[config.mk]
export PLATFORM = sky130hd
export DESIGN_NAME = hazard_controller
export DESIGN_NICKNAME = d
export VERILOG_FILES = /design/src/rtl/hazard_controller.sv
export SDC_FILE = /design/constraint.sdc
export NUM_CORES = 1
export LEC_CHECK = 0
export ABC_AREA = 1
export CAP_MARGIN = 20
export CORE_MARGIN = 1
export CORE_UTILIZATION = 58
export CTS_CLUSTER_SIZE = 8
export DETAILED_ROUTE_END_ITERATION = 8
export DONT_BUFFER_PORTS = 1
export PLACE_DENSITY = 0.76
export SLEW_MARGIN = 25
export SYNTH_ARGS = -nofsm -noshare
export SYNTH_HDL_FRONTEND = slang
export SYNTH_SLANG_ARGS = --single-unit
[constraint.sdc]
create_clock -name clk -period 1.6 [get_ports clk]
set_clock_uncertainty 0.1 [all_clocks]
set_input_delay 0.16 -clock clk [delete_from_list [all_inputs] [get_ports clk]]
set_output_delay 0.16 -clock clk [all_outputs]
set_load 0.01 [all_outputs]
[src/rtl/hazard_controller.sv]
// Stall/flush/forwarding control for the five-stage core plus debug halt drain and stall-cycle counter.
// Forwarding and stall/flush are combinational; halt_ack and stall_cycles are registered, with no backpressure.
module hazard_controller #(
   parameter int CNT_W        = 16,
   parameter int DRAIN_CYCLES = 3
) (
   input  logic             clk,
   input  logic             rst,
   input  logic [4:0]       RS1_D,
   input  logic [4:0]       RS2_D,
   input  logic [4:0]       RS1_E,
   input  logic [4:0]       RS2_E,
   input  logic [4:0]       RD_E,
   input  logic             ResultSrcE,
   input  logic             PCSrcE,
   input  logic [4:0]       RD_M,
   input  logic             RegWriteM,
   input  logic [4:0]       RD_W,
   input  logic             RegWriteW,
   input  logic             halt_req,
   output logic [1:0]       ForwardAE,
   output logic [1:0]       ForwardBE,
   output logic             StallF,
   output logic             StallD,
   output logic             FlushD,
   output logic             FlushE,
   output logic             halt_ack,
   output logic [CNT_W-1:0] stall_cycles
);

   localparam int DW = (DRAIN_CYCLES > 1) ? $clog2(DRAIN_CYCLES) : 1;

   typedef enum logic [1:0] {RUN, DRAIN, HALTED} state_t;

   state_t        state, stateNext;
   logic [DW-1:0] drainCnt, drainCntNext;
   logic          lwStall;

   // Memory stage has priority over writeback; x0 is never forwarded.
   always_comb begin
      ForwardAE = 2'b00;
      ForwardBE = 2'b00;
      if (RegWriteM && (RD_M != 5'd0) && (RD_M == RS1_E))
         ForwardAE = 2'b10;
      else if (RegWriteW && (RD_W != 5'd0) && (RD_W == RS1_E))
         ForwardAE = 2'b01;
      if (RegWriteM && (RD_M != 5'd0) && (RD_M == RS2_E))
         ForwardBE = 2'b10;
      else if (RegWriteW && (RD_W != 5'd0) && (RD_W == RS2_E))
         ForwardBE = 2'b01;
   end

   assign lwStall = ResultSrcE && (RD_E != 5'd0) && ((RD_E == RS1_D) || (RD_E == RS2_D));

   always_comb begin
      stateNext    = state;
      drainCntNext = drainCnt;
      StallF       = 1'b0;
      StallD       = 1'b0;
      FlushD       = 1'b0;
      FlushE       = 1'b0;
      case (state)
         RUN: begin
            if (PCSrcE) begin
               FlushD = 1'b1;
               FlushE = 1'b1;
            end else begin
               StallF = lwStall;
               StallD = lwStall;
               FlushE = lwStall;
            end
            // A resolving branch is flushed before the drain starts.
            if (halt_req && !PCSrcE) begin
               stateNext    = DRAIN;
               drainCntNext = DW'(DRAIN_CYCLES - 1);
            end
         end
         DRAIN: begin
            if (PCSrcE) begin
               FlushD = 1'b1;
               FlushE = 1'b1;
            end else begin
               StallF = 1'b1;
               StallD = 1'b1;
               FlushE = 1'b1;
            end
            if (drainCnt != '0)
               drainCntNext = drainCnt - DW'(1);
            if (!halt_req)
               stateNext = RUN;
            else if (drainCnt == '0)
               stateNext = HALTED;
         end
         HALTED: begin
            StallF = 1'b1;
            StallD = 1'b1;
            FlushE = 1'b1;
            if (!halt_req)
               stateNext = RUN;
         end
         default: stateNext = RUN;
      endcase
   end

   always_ff @(posedge clk or negedge rst) begin
      if (!rst) begin
         state        <= RUN;
         drainCnt     <= '0;
         halt_ack     <= 1'b0;
         stall_cycles <= '0;
      end else begin
         state    <= stateNext;
         drainCnt <= drainCntNext;
         halt_ack <= (stateNext == HALTED);
         if (StallD && (stall_cycles != {CNT_W{1'b1}}))
            stall_cycles <= stall_cycles + CNT_W'(1);
      end
   end

endmodule

==> impl_metrics.py, run 1 <==
metrics = {
    "clocking": {
        "cts_root_buf": "clkbuf_4",
        "tritoncts": "built",
        "insertion_delay_ps": 320,
        "cts_sinks": 21,
        "cts_made_buffers": 3,
        "clkTransAtPathRegs_ps": 130,
        "cts_max_path_buffers": 2,
        "htree_levels": 1,
    },
    "cells_and_area": {
        "area_delta_synth_final_pct": 33.0,
        "num-fill-cells": 198,
        "drive_above_1_share_pct": 30.3,
        "final_util_pct": 82.9,
        "nNetsFinal": 379,
        "antenna_cells": 0,
    },
    "power_and_ir_drop": {
        "powerDensity_nw_per_um2": 1080,
        "power.leakage_nw": 1.26,
        "vdd_drop_max_uv": 793,
    },
    "synthesis": {
        "yosysSeqAreaShare_pct": 27.1,
        "synthesis.nets": 325,
        "ys_ff_latch": 21,
        "ys_types": 30,
        "synth_edf_count": 0,
        "ys_warn_count": 0,
        "yosys_most_used_dff": "dfrtp_1",
        "async_flop_share_pct": 100,
        "avgSynthCellArea_sq_um": 6.99,
        "synth_top_cell_area_share_pct": 27.1,
        "yosys-top-cells-count": "nand2_1 (77), inv_1 (32), nor2_1 (26), nand4_1 (22), dfrtp_1 (21)",
        "yosysTopAreaCell": "dfrtp_1",
        "synth_most_common_cell": "nand2_1",
        "yosys-top-cells-area": "dfrtp_1 (27%), nand2_1 (15%), xnor2_1 (7.7%)",
        "syn_inst": 277,
        "syn_area_sq_um": 1940,
    },
    "worst_setup_path": {
        "startpoint_type": "register",
        "arrival_ps": 1620,
        "critPathKind": "register to primary output",
        "critPathRequiredTime_ps": 1340,
        "path_max_fanout": 5,
        "critPathCaptureType": "primary output",
    },
    "timing": {
        "rsz0062_at_grt": "yes",
        "slew_headroom_pct": 66.4,
        "setup_ws_ps": -281,
        "fin_crit_sh_pct": 118,
        "setup_violations": 25,
        "post-route-min-period_ps": 1880,
        "worst_pin_slew_ps": 504,
        "hold_viol_final": 0,
        "timing.fmax_mhz": 532,
        "finalMaxSlewViolations": 0,
    },
    "floorplanning": {
        "core-area_sq_um": 3100,
        "start_util_pct": 62.4,
        "io_pins": 67,
        "die_area_sq_um": 3570,
        "die_x_um": 59.8,
        "num_rows": 20,
        "die_h_um": 59.8,
    },
    "placement": {
        "port_buffers": 0,
        "place.gp.congestion": 0.866,
        "dpl_worst_slack_ps": -17.1,
        "dp_hpwl_um": 3490,
    },
    "global_routing": {
        "grt_first_pass_wirelength_um": 8270,
        "grtUsageTotal_pct": 30.3,
        "antenna_found_initial": 0,
        "grt-ovfl-total": 0,
        "grt_pass1_vias": 1930,
        "grt_max_degree": 22,
    },
    "route": {
        "dr.pass1.iters": 4,
        "routedWlPerCell_um": 17.4,
        "top_layer": "met4",
        "num_vias": 2168,
        "drcViolationCount": 0,
        "wirelength_um": 6520,
        "antenna_left": 0,
        "wl_met1_um": 2590,
        "wl_met3_um": 565,
        "viasPerCell": 5.80,
        "drt_iter0_drc": 276,
        "wl_met2_um": 3160,
    },
    "worst_hold_path": {
        "hold_path.class": "input port to register",
    },
    "job": {
        "maxCapViolCount": 0,
    },
    "run_status": {
        "failed_checks": "setup timing",
        "run_status": "finished, violations left",
    },
}
## layer usage
| metal | up-vias | track usage, % |
|---|---|---|
| met1 | 1019 | 38.8 |
| li1 | 993 | - |
| met3 | 29 | 7.14 |
| met2 | 127 | 51.4 |
| met4 | 0 | 6.64 |
| met5 | - | 0 |
## where the power goes
group	internal [W]	total (W)	switching [W]
Sequential	0.000623	0.000701	0.0000786
Clock	0.0000976	0.000279	0.000181
Combinational	0.000862	0.00180	0.000939
## repair_timing
item | in CTS | in global routing
setup buffers | 8 | 10
endpoints found under the hold margin | 22 | 21
resized for setup | 29 | 29
hold buffers | 2 | 1
setup endpoints to repair | 22 | 24
gates cloned | 2 | 0
pin swaps | 6 | 10
## cell type report
class	instances	area (sq um)	share of cell area, %
Clock buffer	4	26.3	1.02
Inverter	38	145	5.64
Multi-Input combinational cell	211	1350	52.4
Sequential cell	21	527	20.5
Tap cell	44	55.1	2.14
Timing Repair Buffer	56	473	18.4
## registers in the layout (all words and copies together) (netlist names)
register	cells
drainCnt	2
halt_ack	1
stall_cycles	16
state	2
## cells in the final DEF, fill, tap and decap left out, types with 2 or more instances in the layout
cell,netlist,layout
xor2_1,15,15
xnor2_1,17,17
nor2_1,26,20
o21ai_2,0,2
nand2_2,2,3
nor2_4,2,6
clkbuf_4,0,3
nand2_1,77,74
nor3_2,2,3
nor2_2,1,3
ha_2,0,2
buf_6,4,14
inv_1,32,28
buf_2,0,2
o21ai_0,7,3
dlygate4sd3_1,0,2
a21oi_4,0,2
buf_4,2,38
nand4_1,22,22
ha_4,0,3
o21ai_1,0,2
inv_2,5,8
nand3_1,12,11
nor3_1,8,7
nand3_2,2,2
dfrtp_1,21,20
## kinds of logic (layout without fill, tap and decap cells)
group           Yosys count  in the layout  share of synthesized area (%)
xor+xnor                 32             32                           14.5
flops                    21             21                           27.1
compound gates           14             14                           4.07
buf+inv                  45             98                           11.5
fa+ha+maj                 6              6                           3.88
simple gates            159            159                           38.9
## path summary, 6_finish.rpt
kind | cells past startpoint | start | end | slack [ps]
setup / recovery | 6 | state[1]$_DFF_PN0_ | StallD | -280
hold / removal | 5 | halt_req | halt_ack$_DFF_PN0_ | 170
setup reg to reg | 12 | state[0]$_DFF_PN0_ | stall_cycles[11]$_DFFE_PN0P_ | -280
hold reg to reg | 3 | drainCnt[0]$_DFFE_PN0P_ | drainCnt[0]$_DFFE_PN0P_ | 430
max in group asynchronous | 2 | rst | stall_cycles[0]$_DFFE_PN0P_ | 780
min in group asynchronous | 2 | rst | state[1]$_DFF_PN0_ | 240
## critical path, stage by stage, from the launching register on
cell,delay [ps]
dfrtp_1,430
inv_2,110
buf_6,120
ha_4,180
a21oi_4,80
buf_4,160
a21oi_4,230
## through the flow
| step | TNS [ps] | power [W] | cell area, sq um | hold slack (ps) | std cells |
|---|---|---|---|---|---|
| detailed placement | -39.7 | 0.00172 | 2180 | -235 | 349 |
| floorplan | 0 | 0.00142 | 1940 | -236 | 277 |
| CTS | -2060 | 0.00231 | 2420 | 78.2 | 365 |
| global placement | 0 | 0.00170 | 2180 | -235 | 349 |
| global route | -6110 | 0.00293 | 2570 | 160 | 374 |
| finish | -4420 | 0.00278 | 2570 | 167 | 374 |
Power figures use the tool's default switching activity.
==> run 2, diff against run 1 <==
==> constraint.sdc (replaced) <==
create_clock -name clk -period 1.6 [get_ports clk]
set_clock_uncertainty 0.1 [all_clocks]
set_input_delay 0.32 -clock clk [delete_from_list [all_inputs] [get_ports clk]]
set_output_delay 0.32 -clock clk [all_outputs]
set_load 0.01 [all_outputs]
==> impl_metrics.py, run 2 (same netlist as run 1, synthesis figures left out) <==
metrics = {
    "timing": {
        "setup_violations": 20,
        "finalMaxSlewViolations": 0,
        "fin_crit_sh_pct": 120,
        "setup_ws_ps": -317,
        "slew_headroom_pct": 66.5,
        "rsz0062_at_grt": "yes",
        "post-route-min-period_ps": 1920,
        "hold_viol_final": 0,
        "fin_setup_tns_ps": -5060,
        "timing.fmax_mhz": 522,
        "worst_pin_slew_ps": 503,
    },
    "clocking": {
        "htree_levels": 1,
        "insertion_delay_ps": 310,
        "clkTransAtPathRegs_ps": 120,
        "cts_sinks": 21,
        "cts_max_path_buffers": 2,
        "cts_made_buffers": 3,
        "cts_root_buf": "clkbuf_4",
        "tritoncts": "built",
    },
    "cells_and_area": {
        "regMostFlops": "stall_cycles",
        "drive_above_1_share_pct": 29.3,
        "nNetsFinal": 373,
        "multiInputGateArea_sq_um": 1360,
        "final_util_pct": 83.7,
        "antenna_cells": 0,
        "largest_register_ffs": 16,
        "area_delta_synth_final_pct": 34.1,
        "reg_top3": "stall_cycles: 16 flops, drainCnt: 2 flops, state: 2 flops",
        "num-fill-cells": 192,
        "layout_commonest_cell": "nand2_1",
        "layout_common_cells": "nand2_1 (76), buf_4 (36), inv_1 (28)",
        "seq_area_sq_um": 527,
    },
    "power_and_ir_drop": {
        "power.leakage_nw": 1.26,
        "powerDensity_nw_per_um2": 1040,
        "power_w": 0.00269,
        "vdd_drop_max_uv": 545,
    },
    "run_status": {
        "run_status": "finished, violations left",
        "failed_checks": "setup timing",
    },
    "route": {
        "antenna_left": 0,
        "num_vias": 2135,
        "drt_iter0_drc": 214,
        "dr.pass1.iters": 5,
        "drcViolationCount": 0,
        "viasPerCell": 5.80,
        "wirelength_um": 6030,
        "routedWlPerCell_um": 16.4,
    },
    "global_routing": {
        "grt_max_degree": 22,
        "grtUsageTotal_pct": 31.2,
        "grt_pass1_vias": 1974,
        "grt-ovfl-total": 0,
        "antenna_found_initial": 0,
        "grt_first_pass_wirelength_um": 8470,
    },
    "floorplanning": {
        "die_h_um": 59.8,
        "core-area_sq_um": 3100,
        "die_area_sq_um": 3570,
        "num_rows": 20,
        "start_util_pct": 62.4,
        "io_pins": 67,
        "die_x_um": 59.8,
    },
    "worst_setup_path": {
        "cp-endpoint": "StallD",
        "crit_cells": 6,
        "timing.rr.end": "stall_cycles[11]$_DFFE_PN0P_",
        "reg2reg_depth": 12,
        "cp_top_family": "flip-flops",
        "crit_top_cell": "inv_2",
        "rrSetupSlack_ps": -290,
        "path_buf_inv": 2,
        "critPathRequiredTime_ps": 1180,
        "cp_cell_sequence": "inv_2 > ha_4 > inv_2 > nor2_2 > nand3_2 > a21oi_4",
        "r2r-start": "state[1]$_DFF_PN0_",
        "startpoint_type": "register",
        "path_max_fanout": 3,
        "startpoint": "state[1]$_DFF_PN0_",
        "slowest_stage": "dfrtp_1",
        "critPathKind": "register to primary output",
        "critPathCaptureType": "primary output",
        "cp_slowest_stage_delay_ps": 410,
        "arrival_ps": 1500,
    },
    "placement": {
        "place.gp.congestion": 0.844,
        "port_buffers": 0,
        "dp_hpwl_um": 3530,
    },
    "worst_hold_path": {
        "hold_path.class": "input port to register",
        "whs_path_depth": 2,
    },
    "job": {
        "maxCapViolCount": 0,
    },
}
run 2: timing repair:
item / in CTS / in global routing
setup buffers: 7 / 4
endpoints found under the hold margin: 21 / 21
endpoints found under the setup margin: 23 / 25
hold buffers: 1 / 1
cloned: 2 / 0
pin swaps: 7 / 11
gates resized for setup: 26 / 17
run 2: area by class of cell:
type	instances	area share (%)
repair buffers	50	18.6
flip-flops and latches	21	20.3
inverters	38	5.49
clock buffers	3	0.867
clock inverters	1	0.193
well taps	44	2.12
multi-input cells	211	52.4
run 2: power breakdown:
group / internal [W] / switching (W) / leakage [nW]
clock: 0.0000935 / 0.000173 / 0.0177
combinational: 0.000875 / 0.000864 / 0.960
sequential: 0.000623 / 0.0000662 / 0.281
total: 0.00159 / 0.00110 / 1.26
run 2: layer usage:
| metal | track usage [%] | vias up | part of all wire (%) |
|---|---|---|---|
| met3 | 6.28 | 25 | 8.6 |
| met5 | 0 | - | 0 |
| met1 | 37.8 | 981 | 38 |
| met4 | 8.97 | 0 | 3.1 |
| li1 | - | 987 | - |
| met2 | 55.4 | 142 | 50 |
run 2: worst register-to-register path: stages, from the launching register on:
cell     delay [ps]
dfrtp_1         410
inv_2           120
ha_4            160
inv_2            40
nor2_2          110
nand3_2         110
buf_4           160
buf_6           120
nand2_8         100
buf_8           130
nand3_1         100
nand2_1          80
nand2_1          70
run 2: worst min-delay path by stage:
stage	end	slack, ps	start
4_1_cts	state[0]$_DFF_PN0_	90	halt_req
5_1_grt	state[0]$_DFF_PN0_	90	halt_req
3_3_place_gp	stall_cycles[15]$_DFFE_PN0P_	-80	rst
6_report	state[0]$_DFF_PN0_	90	halt_req
2_1_floorplan	drainCnt[0]$_DFFE_PN0P_	-80	rst
3_5_place_dp	stall_cycles[15]$_DFFE_PN0P_	-80	rst
run 2: stage by stage:
stage | cell area (sq um) | setup WS (ps) | std cells | hold WS, ps
CTS | 2490 | -230 | 364 | 91.5
global route | 2600 | -414 | 368 | 92.5
floorplan | 1970 | -55.5 | 277 | -75.6
detailed placement | 2220 | -59.2 | 350 | -75.1
global placement | 2220 | 1.84 | 350 | -75.1
finish | 2600 | -317 | 368 | 93.9
==> run 3, diff against run 2 <==
--- a/config.mk
+++ b/config.mk
@@ -7,11 +7,13 @@
 export LEC_CHECK = 0
 export ABC_AREA = 1
 export CAP_MARGIN = 20
-export CORE_MARGIN = 1
+export CORE_ASPECT_RATIO = 0.8
+export CORE_MARGIN = 2
 export CORE_UTILIZATION = 58
 export CTS_CLUSTER_SIZE = 8
 export DETAILED_ROUTE_END_ITERATION = 8
 export DONT_BUFFER_PORTS = 1
+export HOLD_SLACK_MARGIN = 0.05
 export PLACE_DENSITY = 0.76
 export SLEW_MARGIN = 25
 export SYNTH_ARGS = -nofsm -noshare
==> impl_metrics.py, run 3 (same netlist as run 1, synthesis figures left out) <==
metrics = {
    "timing": {
        "timing.fmax_mhz": 535,
        "setup_violations": 23,
        "fin_setup_tns_ps": -2810,
        "hold_viol_final": 0,
        "worst_pin_slew_ps": 541,
        "setup_ws_ps": -269,
        "slew_headroom_pct": 63.9,
        "fin_crit_sh_pct": 117,
        "post-route-min-period_ps": 1870,
        "finalMaxSlewViolations": 0,
        "rsz0062_at_grt": "yes",
    },
    "floorplanning": {
        "die_h_um": 55.7,
        "die_x_um": 68.6,
        "core-area_sq_um": 3130,
        "start_util_pct": 61.8,
        "die_area_sq_um": 3820,
        "io_pins": 67,
        "num_rows": 18,
    },
    "route": {
        "viasPerCell": 5.68,
        "drcViolationCount": 0,
        "wirelength_um": 6040,
        "dr.pass1.iters": 4,
        "drt_iter0_drc": 140,
        "routedWlPerCell_um": 16.8,
        "antenna_left": 0,
        "num_vias": 2039,
    },
    "clocking": {
        "cts_sinks": 21,
        "htree_levels": 1,
        "cts_max_path_buffers": 2,
        "cts_root_buf": "clkbuf_8",
        "cts_made_buffers": 3,
        "insertion_delay_ps": 270,
        "clkTransAtPathRegs_ps": 80,
        "tritoncts": "built",
    },
    "placement": {
        "dp_hpwl_um": 3630,
        "place.gp.congestion": 0.864,
        "postPlaceCellArea_sq_um": 2200,
        "dpl_worst_slack_ps": -40.9,
        "port_buffers": 0,
    },
    "cells_and_area": {
        "antenna_cells": 0,
        "reg_top3": "stall_cycles: 16 flops, drainCnt: 2 flops, state: 2 flops",
        "drive_above_1_share_pct": 36.1,
        "layout_commonest_cell": "nand2_1",
        "regMostFlops": "stall_cycles",
        "finalInstanceArea_sq_um": 2640,
        "largest_register_ffs": 16,
        "layout_common_cells": "nand2_1 (57), buf_4 (35), inv_1 (28)",
        "final_util_pct": 84.3,
        "area_delta_synth_final_pct": 36.4,
        "nNetsFinal": 368,
    },
    "worst_setup_path": {
        "cp_cell_sequence": "inv_2 > ha_4 > inv_4 > nor2_4 > nand3_4 > a21oi_4",
        "path_max_fanout": 4,
        "arrival_ps": 1450,
        "critPathKind": "register to primary output",
        "critPathRequiredTime_ps": 1180,
        "cp_slowest_stage_delay_ps": 440,
        "startpoint_type": "register",
        "critPathCaptureType": "primary output",
        "slowest_stage": "dfrtp_1",
    },
    "power_and_ir_drop": {
        "power_w": 0.00284,
        "power.leakage_nw": 1.25,
        "powerDensity_nw_per_um2": 1080,
        "vdd_drop_max_uv": 1140,
    },
    "global_routing": {
        "grt_pass1_vias": 1862,
        "antenna_found_initial": 0,
        "grt_max_degree": 22,
        "grt_first_pass_wirelength_um": 8450,
        "grtUsageTotal_pct": 28.8,
        "grt-ovfl-total": 0,
    },
    "worst_hold_path": {
        "hold_path.class": "input port to register",
    },
    "job": {
        "maxCapViolCount": 0,
    },
    "run_status": {
        "run_status": "finished, violations left",
        "failed_checks": "setup timing",
    },
}
## run 3: changes by cell type in the layout (fill, tap and decap cells not counted), moves of 2 or more
cell and change:
clkbuf_4 -3, nand2_1 -19, nand2_2 +13, o21ai_0 -2, nor2_1 -3, nand3_1 -2
nor2_4 +3, nand2_4 +6, clkbuf_8 +3, buf_12 -2
## run 3: stage by stage
step / hold WS, ps / cells
after global routing: 146 / 359
final: 141 / 359
after floorplan: -75.6 / 277
after CTS: 125 / 354
after global placement: -75.2 / 344
after detailed placement: -75.0 / 344
## run 3: worst paths after layout
path,from,endpoint,slack (ps),depth (start not counted)
max,state[0]$_DFF_PN0_,StallF,-270,6
min,halt_req,state[0]$_DFF_PN0_,140,2
max reg2reg,state[0]$_DFF_PN0_,stall_cycles[3]$_DFFE_PN0P_,-140,11
min reg2reg,drainCnt[1]$_DFFE_PN0P_,drainCnt[1]$_DFFE_PN0P_,470,2
max in group asynchronous,rst,stall_cycles[3]$_DFFE_PN0P_,480,2
min in group asynchronous,rst,drainCnt[0]$_DFFE_PN0P_,530,2
## run 3: layer usage
metal,part of all wire (%),global-route usage [%],vias to the layer above
li1,-,-,983
met2,49,45.5,97
met3,9.8,8.30,11
met5,0,0,-
met4,1.6,8.29,0
met1,39,37.7,948
## run 3: final cells by class
cell class	instances	area [sq um]
inverters	38	145
well taps	40	50.0
repair buffers	45	387
fillers	188	490
flip-flops and latches	21	528
multi-input cells	211	1490
clock buffers	4	45.0
## run 3: critical path, delay by kind of cell (launching register included)
kind | cells | cell delay (ps)
flops | 1 | 440
buf+inv | 2 | 140
fa+ha+maj | 1 | 150
simple gates | 2 | 200
compound gates | 1 | 240
## run 3: power by group
group | leakage [nW] | internal [W] | total [W] | switching, W
Sequential | 0.279 | 0.000625 | 0.000708 | 0.0000829
Combinational | 0.948 | 0.000822 | 0.00177 | 0.000951
Clock | 0.0228 | 0.000178 | 0.000363 | 0.000185
Total | 1.25 | 0.00162 | 0.00284 | 0.00122
## run 3: what timing repair did
item,CTS,global route
hold endpoints to repair,21,21
endpoints found under the setup margin,25,27
hold buffers,1,1
gates resized for setup,30,49
setup buffers,4,6
cloned,1,1
pin swaps,10,18
